--- src/rtl/stopwatch_ctrl.sv ---
// stopwatch_ctrl: button front end and run/pause/clear sequencer for a stopwatch.
//   - ps_in / rst_in are raw, asynchronous, bouncing buttons. Each one goes
//     through a 2-flop synchronizer and a debouncer that emits a one-cycle press.
//   - A three-state FSM (IDLE / RUN / PAUSE) turns presses into cnt_en, cnt_clr
//     and a divided tick_out for the downstream counter.
//   - Optional lap feature: define STOPWATCH_LAP_EN to let a clear press in RUN
//     toggle lap_hold (a display-freeze request). Without it lap_hold is tied 0.
module stopwatch_ctrl #(
  parameter int DEB_CYC  = 10,
  parameter int TICK_DIV = 10
) (
  input  logic       clk_in,
  input  logic       sys_rst_in,
  input  logic       ps_in,
  input  logic       rst_in,
  output logic       cnt_en,
  output logic       tick_out,
  output logic       cnt_clr,
  output logic [1:0] state_out,
  output logic       lap_hold
);

  localparam int DW = $clog2(DEB_CYC + 1);
  localparam int TW = (TICK_DIV > 1) ? $clog2(TICK_DIV) : 1;

  localparam logic [DW-1:0] DEB_MAX  = DW'(DEB_CYC);
  localparam logic [TW-1:0] DIV_LAST = TW'(TICK_DIV - 1);

  localparam logic [1:0] ST_IDLE  = 2'b00;
  localparam logic [1:0] ST_RUN   = 2'b01;
  localparam logic [1:0] ST_PAUSE = 2'b10;

  // Bit 0 is the pause/start button, bit 1 the clear button.
  logic [1:0] w_raw;
  logic [1:0] r_sync1;
  logic [1:0] r_sync2;
  logic [1:0] w_press;

  assign w_raw = {rst_in, ps_in};

  // Two-flop synchronizer for both raw buttons.
  // NOTE: clocked state uses non-blocking (<=) so every flop samples the
  // pre-edge value of its neighbours; blocking here would collapse the chain.
  always_ff @(posedge clk_in or posedge sys_rst_in) begin
    if (sys_rst_in) begin
      r_sync1 <= '0;
      r_sync2 <= '0;
    end else begin
      r_sync1 <= w_raw;
      r_sync2 <= r_sync1;
    end
  end

  // Per-button debouncer. A press needs DEB_CYC consecutive synchronized high
  // cycles while armed; re-arming needs DEB_CYC consecutive low cycles. Both
  // counters saturate at DEB_CYC. Buttons start disarmed so a button held
  // through reset cannot fire until it has been released.
  for (genvar g = 0; g < 2; g++) begin : g_btn
    logic [DW-1:0] r_hi_cnt;
    logic [DW-1:0] r_lo_cnt;
    logic [DW-1:0] w_lo_nxt;
    logic          r_armed;

    assign w_press[g] = r_armed & (r_hi_cnt == DEB_MAX);

    // Next value of the low-run counter, also used to arm in the same edge.
    // NOTE: every signal driven in always_comb gets a default first, so no
    // path can leave it unassigned and infer a latch.
    always_comb begin
      w_lo_nxt = r_lo_cnt;
      if (r_sync2[g]) begin
        w_lo_nxt = '0;
      end else if (r_lo_cnt != DEB_MAX) begin
        w_lo_nxt = r_lo_cnt + DW'(1);
      end
    end

    // High/low run counters and the arm flag.
    always_ff @(posedge clk_in or posedge sys_rst_in) begin
      if (sys_rst_in) begin
        r_hi_cnt <= '0;
        r_lo_cnt <= '0;
        r_armed  <= 1'b0;
      end else begin
        if (!r_sync2[g]) begin
          r_hi_cnt <= '0;
        end else if (r_hi_cnt != DEB_MAX) begin
          r_hi_cnt <= r_hi_cnt + DW'(1);
        end
        r_lo_cnt <= w_lo_nxt;
        if (w_press[g]) begin
          r_armed <= 1'b0;
        end else if (w_lo_nxt == DEB_MAX) begin
          r_armed <= 1'b1;
        end
      end
    end
  end

  logic [1:0]    r_state;
  logic [1:0]    w_state_nxt;
  logic          w_clr_nxt;
  logic          r_cnt_en;
  logic          r_cnt_clr;
  logic [TW-1:0] r_div;
  logic          r_tick;
`ifdef STOPWATCH_LAP_EN
  logic          w_lap_tgl;
`endif

  // Next-state decode. Clear beats start in IDLE/PAUSE; in RUN start (pause)
  // beats clear and a simultaneous clear press is dropped.
  always_comb begin
    w_state_nxt = r_state;
    w_clr_nxt   = 1'b0;
`ifdef STOPWATCH_LAP_EN
    w_lap_tgl   = 1'b0;
`endif
    case (r_state)
      ST_IDLE: begin
        if (w_press[1]) begin
          w_clr_nxt = 1'b1;
        end else if (w_press[0]) begin
          w_state_nxt = ST_RUN;
        end
      end
      ST_RUN: begin
        if (w_press[0]) begin
          w_state_nxt = ST_PAUSE;
`ifdef STOPWATCH_LAP_EN
        end else if (w_press[1]) begin
          w_lap_tgl = 1'b1;
`endif
        end
      end
      ST_PAUSE: begin
        if (w_press[1]) begin
          w_state_nxt = ST_IDLE;
          w_clr_nxt   = 1'b1;
        end else if (w_press[0]) begin
          w_state_nxt = ST_RUN;
        end
      end
      default: w_state_nxt = ST_IDLE;
    endcase
  end

  // State register plus outputs registered from the next-state decode, so
  // cnt_en rises on the same edge state_out becomes RUN.
  always_ff @(posedge clk_in or posedge sys_rst_in) begin
    if (sys_rst_in) begin
      r_state   <= ST_IDLE;
      r_cnt_en  <= 1'b0;
      r_cnt_clr <= 1'b0;
    end else begin
      r_state   <= w_state_nxt;
      r_cnt_en  <= (w_state_nxt == ST_RUN);
      r_cnt_clr <= w_clr_nxt;
    end
  end

  // Tick divider: counts RUN cycles only, holds through PAUSE so a partial
  // interval survives, and clears whenever the FSM is (or enters) IDLE.
  // tick_out is registered, so it appears TICK_DIV cycles after RUN entry.
  always_ff @(posedge clk_in or posedge sys_rst_in) begin
    if (sys_rst_in) begin
      r_div  <= '0;
      r_tick <= 1'b0;
    end else begin
      r_tick <= 1'b0;
      if (w_state_nxt == ST_IDLE) begin
        r_div <= '0;
      end else if (r_state == ST_RUN) begin
        if (r_div == DIV_LAST) begin
          r_div  <= '0;
          r_tick <= 1'b1;
        end else begin
          r_div <= r_div + TW'(1);
        end
      end
    end
  end

`ifdef STOPWATCH_LAP_EN
  logic r_lap_hold;

  // Lap freeze: toggled by a clear press in RUN, dropped on (re)entering IDLE.
  always_ff @(posedge clk_in or posedge sys_rst_in) begin
    if (sys_rst_in) begin
      r_lap_hold <= 1'b0;
    end else if (w_state_nxt == ST_IDLE) begin
      r_lap_hold <= 1'b0;
    end else if (w_lap_tgl) begin
      r_lap_hold <= ~r_lap_hold;
    end
  end

  assign lap_hold = r_lap_hold;
`else
  assign lap_hold = 1'b0;
`endif

  assign state_out = r_state;
  assign cnt_en    = r_cnt_en;
  assign cnt_clr   = r_cnt_clr;
  assign tick_out  = r_tick;

endmodule

--- config.mk ---
export PLATFORM = sky130hd
export DESIGN_NAME = stopwatch_ctrl
export DESIGN_NICKNAME = d
export VERILOG_FILES = /design/src/rtl/stopwatch_ctrl.sv
export SDC_FILE = /design/constraint.sdc
export NUM_CORES = 1
export LEC_CHECK = 0
export ABC_AREA = 1
export CAP_MARGIN = 20
export CORE_MARGIN = 8
export CORE_UTILIZATION = 30
export CTS_CLUSTER_DIAMETER = 200
export CTS_CLUSTER_SIZE = 16
export DETAILED_ROUTE_END_ITERATION = 6
export PLACE_DENSITY = 0.57
export SETUP_SLACK_MARGIN = 0.4
export SLEW_MARGIN = 10
export SYNTH_ARGS = -nofsm -noshare
export SYNTH_HDL_FRONTEND = slang
export SYNTH_SLANG_ARGS = --single-unit
--- constraint.sdc ---
create_clock -name clk_in -period 3 [get_ports clk_in]
set_input_delay 0.6 -clock clk_in [delete_from_list [all_inputs] [get_ports clk_in]]
set_output_delay 0.6 -clock clk_in [all_outputs]
set_load 0.005 [all_outputs]
==> results.py, run 1 <==
metrics = {
    "clock_tree": {
        "cts_buffers": 5,
        "post_cts_buffers": 0,
        "clock_path_buffers": 2,
        "clock-sinks": 31,
        "hold_buffers": 0,
        "worstSkewPairLatency_ps": 280,
        "clk_pin_slew_ps": 60,
        "ctsRootBufferMaster": "clkbuf_8",
        "cts_tree": "yes",
        "htree_num_levels": 2,
        "cts.repair.resized": 0,
    },
    "global_routing": {
        "grt_pass1_wl_um": 4457,
        "antenna_found_initial": 0,
        "grt_max_degree": 32,
        "grt_pass1_vias": 1004,
        "track_usage_pct": 7.674,
        "gr-total-overflow": 0,
    },
    "yosys": {
        "synth-compound-area-share_pct": 9.016,
        "synth_xor_area_share_pct": 1.148,
        "synth_area_leader_cell": "dfrtp_1",
        "yosysWarnings": 0,
        "synthSimpleGateAreaFrac_pct": 21.48,
        "synth_adder_area_share_pct": 8.197,
        "syn_nets": 183,
        "synth_area_leaders": "dfrtp_1, ha_1, inv_1, nand2_1, nand3_1",
        "synth_edf_count": 0,
        "ys_seq_elements": 31,
        "syn_avg_cell_area_um2": 9.032,
        "synthCells": 169,
        "synth_top_family_by_area": "simple AND/OR/NAND/NOR gates",
        "synth_top_area_share_pct": 50.82,
        "synth_area_um2": 1526,
        "yosysSeqAreaShare_pct": 50.82,
        "muxShareOfSynthArea_pct": 0,
        "ys.flop_type": "dfrtp_1",
        "synth.distinct_cells": 24,
        "async_flop_share_pct": 100.0,
    },
    "detailed_routing": {
        "wire_per_inst_um": 9.757,
        "routed.top_layer": "met4",
        "drt-total-wl_um": 2488,
        "firstDrtPassIters": 4,
        "wl_met1_um": 1293,
        "vias": 1067,
        "wl_met3_um": 157,
        "routed_via_density": 4.184,
        "drc": 0,
        "drt_iter0_markers": 40,
        "wl_met2_um": 984,
        "drtAntennaViolNets": 0,
    },
    "die": {
        "rows": 26,
        "core_um2": 5010,
        "die_w_um": 87.33,
        "start_util_pct": 30.47,
        "die_h_um": 87.33,
        "die_area_um2": 7627,
        "io_pins": 10,
    },
    "power_and_ir_drop": {
        "vdd_ir_drop_max_mv": 0.2477,
        "cellPowerDensity_nw_per_um2": 478.0,
        "p_leak_nw": 0.9232,
    },
    "setup_path": {
        "worstSetupPathType": "flip-flop to output port",
        "max_stage_delay_ps": 530,
        "start_kind": "flip-flop",
        "crit_family": "buffers and inverters",
        "crit_slowest_cell": "clkdlybuf4s50_1",
        "worstPathMaxFanout": 3,
        "worstPathRequired_ps": 2400,
        "crit_chain": "clkdlybuf4s50_1",
        "cp.arrival_ps": 1200,
        "path_buf_inv": 1,
        "crit_path_end_kind": "output port",
    },
    "job": {
        "cap_viol_max_count": 0,
    },
    "sta": {
        "final.setup_skew_ps": 3.199,
        "fmax_ghz": 0.5546,
        "fin_crit_ps": 1803,
        "hold_viol": 0,
        "setup_viol": 0,
        "slew_violations": 0,
        "tns_ps": 0,
        "rsz0062_at_grt": "no",
        "fin_crit_sh_pct": 60.10,
    },
    "finish": {
        "layoutNonFillerInstCount": 255,
        "drive_gt1_share_pct": 12.97,
        "final_nets": 198,
        "layout_common_cells": "dfrtp_1, inv_1, nand2_1",
        "mostFrequentLayoutCell": "dfrtp_1",
        "area_delta_synth_final_pct": 17.54,
        "diodes": 0,
        "utilization_pct": 35.81,
    },
    "placement": {
        "hpwl_um": 1802,
        "place_congestion": 0.7081,
        "dp_cells": 247,
        "io_buffer_count": 8,
    },
    "worst_hold_path": {
        "hold_path.class": "flip-flop to flip-flop",
    },
    "status": {
        "status": "finished clean",
    },
}
## kinds of logic (layout without fill, tap and decap cells)
| logic type | after synthesis | count (layout) |
|---|---|---|
| other | 1 | 1 |
| AND/OR/NAND/NOR | 68 | 68 |
| adder cells (fa/ha/maj) | 10 | 10 |
| buffers and inverters | 36 | 52 |
| XOR/XNOR | 2 | 2 |
| flip-flops | 31 | 31 |
| AO/OA/AOI/OAI | 21 | 21 |
## cell type report
| class | count | area [um^2] |
|---|---|---|
| tap | 70 | 87.58 |
| sequential | 31 | 775.7 |
| timing repair buffer | 9 | 87.58 |
| multi-input combinational | 102 | 611.8 |
| fill | 547 | 3216 |
| clock buffer | 8 | 100.1 |
| inverter | 35 | 131.4 |
## stage by stage
stage | power [mW] | area, um^2 | setup slack [ps] | hold slack, ps
floorplan | 0.4949 | 1526 | 1712 | 331.2
global placement | 0.5106 | 1694 | 1487 | 338.7
detailed placement | 0.5113 | 1694 | 1491 | 337.0
CTS | 0.8725 | 1794 | 1176 | 352.3
global route | 0.9041 | 1794 | 1138 | 354.8
finish | 0.8577 | 1794 | 1197 | 347.6
## path summary, 6_finish.rpt
| check | from | to | slack (ps) | cells past startpoint |
|---|---|---|---|---|
| worst max-delay path | state_out[1] | state_out[1] | 1200 | 1 |
| worst min-delay path | r_sync1[0] | r_sync2[0] | 350 | 0 |
| worst max register to register | g_btn[1].r_lo_cnt[0] | g_btn[1].r_armed | 1590 | 6 |
| worst min register to register | r_sync1[0] | r_sync2[0] | 350 | 0 |
| max in group asynchronous | sys_rst_in | state_out[0] | 2020 | 3 |
| min in group asynchronous | sys_rst_in | g_btn[0].r_lo_cnt[2] | 700 | 3 |
## synthesized netlist by cell type, types with 2 or more instances
library cell,n
a211oi_1,4
a21oi_1,5
a21oi_2,5
dfrtp_1,31
ha_1,10
inv_1,30
inv_2,5
nand2_1,25
nand2_2,2
nand3_1,14
nand4_1,4
nand4_2,2
nor2_1,16
o21ai_0,5
xor2_1,2
## power breakdown
| part | switching, mW | internal (mW) | total, mW |
|---|---|---|---|
| clock | 0.147 | 0.209 | 0.356 |
| sequential | 0.0174 | 0.435 | 0.452 |
| combinational | 0.0292 | 0.0205 | 0.0497 |
## state kept, by name, summed over array words and instances, names as in the netlist
register        cells
tick_out            1
cnt_en              1
cnt_clr             1
state_out           2
g_btn.r_hi_cnt      8
r_sync1             2
g_btn.r_lo_cnt      8
g_btn.r_armed       2
r_div               4
r_sync2             2
## per-layer routing
layer | vias to the layer above | global-route usage [%]
met5 | - | 0
met3 | 6 | 3.585
met4 | 0 | 4.219
li1 | 563 | -
met1 | 480 | 9.361
met2 | 18 | 10.81
No activity file was read; power rests on OpenSTA's default activity.
==> run 2, diff against run 1 <==
--- a/config.mk
+++ b/config.mk
@@ -12,7 +12,7 @@
 export CTS_CLUSTER_DIAMETER = 200
 export CTS_CLUSTER_SIZE = 16
 export DETAILED_ROUTE_END_ITERATION = 6
-export PLACE_DENSITY = 0.57
+export PLACE_DENSITY = 0.59
 export SETUP_SLACK_MARGIN = 0.4
 export SLEW_MARGIN = 10
 export SYNTH_ARGS = -nofsm -noshare
==> constraint.sdc (replaced) <==
create_clock -name clk_in -period 1.5 [get_ports clk_in]
set_input_delay 0.3 -clock clk_in [delete_from_list [all_inputs] [get_ports clk_in]]
set_output_delay 0.3 -clock clk_in [all_outputs]
set_load 0.005 [all_outputs]
==> run 2 against run 1 <==
Flip-flop and latch count unchanged. Final area increased by 17%. Sequential power is 100% higher. Sequential share of layout area shrank 6.1 points. Register-to-register slack worse by 1400 ps. Critical endpoint is now g_btn[1].r_armed. Highest routed layer unchanged.
==> results.py, run 2 (synthesized netlist as in run 1, its figures left out) <==
metrics = {
    "setup_path": {
        "start_kind": "flip-flop",
        "crit_path_end_kind": "flip-flop",
        "endpoint": "g_btn[1].r_armed",
        "worstPathRequired_ps": 1700,
        "worst-r2r-setup-slack_ps": 190,
        "r2r-end": "g_btn[1].r_armed",
        "worstPathMaxFanout": 2,
        "cp.arrival_ps": 1520,
        "worstSetupStartpoint": "g_btn[1].r_lo_cnt[0]",
        "worstSetupPathType": "flip-flop to flip-flop",
        "reg2reg_from": "g_btn[1].r_lo_cnt[0]",
        "r2r_cells": 6,
    },
    "sta": {
        "fmax_ghz": 0.7620,
        "fin_crit_ps": 1312,
        "final.setup_skew_ps": 3.717,
        "fin_crit_sh_pct": 87.49,
        "tns_ps": 0,
        "setup_viol": 0,
        "rsz0062_at_grt": "yes",
        "slew_violations": 0,
        "setup_ws_ps": 187.6,
        "hold_viol": 0,
    },
    "detailed_routing": {
        "drt_iter0_markers": 28,
        "firstDrtPassIters": 4,
        "drtAntennaViolNets": 0,
        "drc": 0,
        "routed_via_density": 4.335,
        "vias": 1179,
        "wire_per_inst_um": 10.88,
        "drt-total-wl_um": 2958,
    },
    "global_routing": {
        "antenna_found_initial": 0,
        "grt_max_degree": 32,
        "grt_pass1_vias": 1158,
        "track_usage_pct": 8.005,
        "grt_pass1_wl_um": 4740,
        "gr-total-overflow": 0,
    },
    "die": {
        "core_um2": 5010,
        "rows": 26,
        "start_util_pct": 30.47,
        "io_pins": 10,
        "die_area_um2": 7627,
        "die_h_um": 87.33,
        "die_w_um": 87.33,
    },
    "clock_tree": {
        "cts_tree": "yes",
        "clock_path_buffers": 2,
        "clock-sinks": 31,
        "cts_buffers": 5,
        "clk_pin_slew_ps": 50,
        "ctsRootBufferMaster": "clkbuf_8",
        "worstSkewPairLatency_ps": 270,
        "hold_buffers": 0,
        "htree_num_levels": 2,
    },
    "placement": {
        "io_buffer_count": 8,
        "dp_cells": 247,
        "dp_slack_ps": 121.7,
        "place_congestion": 0.7471,
        "hpwl_um": 1869,
    },
    "finish": {
        "area_delta_synth_final_pct": 37.30,
        "utilization_pct": 41.83,
        "drive_gt1_share_pct": 42.57,
        "final_nets": 217,
        "mostFrequentLayoutCell": "dfrtp_1",
        "top_regs": "g_btn.r_hi_cnt: 8 flops, g_btn.r_lo_cnt: 8 flops, r_div: 4 flops",
        "diodes": 0,
        "layout_common_cells": "dfrtp_1, nand2_1, inv_1",
        "layoutNonFillerInstCount": 272,
        "fillers": 507,
    },
    "worst_hold_path": {
        "hold_path.class": "flip-flop to flip-flop",
    },
    "power_and_ir_drop": {
        "vdd_ir_drop_max_mv": 0.5369,
        "p_leak_nw": 0.9978,
        "cellPowerDensity_nw_per_um2": 802.3,
        "power_mw": 1.682,
    },
    "status": {
        "status": "finished clean",
    },
    "job": {
        "cap_viol_max_count": 0,
    },
}
run 2: power breakdown:
| part | internal (mW) | total [mW] | switching [mW] |
|---|---|---|---|
| Clock | 0.308 | 0.574 | 0.266 |
| Combinational | 0.102 | 0.199 | 0.0975 |
| Sequential | 0.871 | 0.908 | 0.0376 |
run 2: final cells by class:
cell class	count	area, um^2	share of cell area [%]
Sequential cell	31	778.2	37.13
Clock buffer	6	72.57	3.463
Inverter	35	138.9	6.627
Timing Repair Buffer	28	232.7	11.10
Tap cell	70	87.58	4.179
Multi-Input combinational cell	102	785.8	37.49
run 2: how the worst min path moves through the flow:
stage / end / depth (start not counted) / startpoint
4_1_cts: r_sync2[1] / 0 / r_sync1[1]
3_3_place_gp: r_sync2[1] / 0 / r_sync1[1]
2_1_floorplan: r_sync2[0] / 0 / r_sync1[0]
5_1_grt: r_sync2[1] / 0 / r_sync1[1]
3_5_place_dp: r_sync2[0] / 0 / r_sync1[0]
6_report: r_sync2[1] / 0 / r_sync1[1]
run 2: critical path, cell delays in order, from the launching register on:
cell     delay (ps)
dfrtp_1         360
inv_2            40
ha_1            270
or2_1           240
a21oi_2         110
nand3_1         100
a21oi_2         120
run 2: per-stage QoR:
stage	hold slack [ps]	instance area, um^2
2_1_floorplan	331.2	1529
3_3_place_gp	341.3	1709
3_5_place_dp	341.8	1709
4_1_cts	362.5	1879
5_1_grt	366.5	2096
6_report	355.1	2096
run 2: per-layer routing:
layer  vias to the layer above  routed length (um)  track usage, %
met2                        13                1496           13.64
met5                         -                   0               0
met3                         5                 132           3.491
met1                       558                1277           8.226
li1                        603                   -               -
met4                         0                  51           3.750
run 2: what timing repair did:
| item | CTS | global route |
|---|---|---|
| gates resized for setup | 27 | 52 |
| buffers inserted | 13 | 6 |
| pin swaps | 3 | 16 |
| setup endpoints to repair | 23 | 22 |
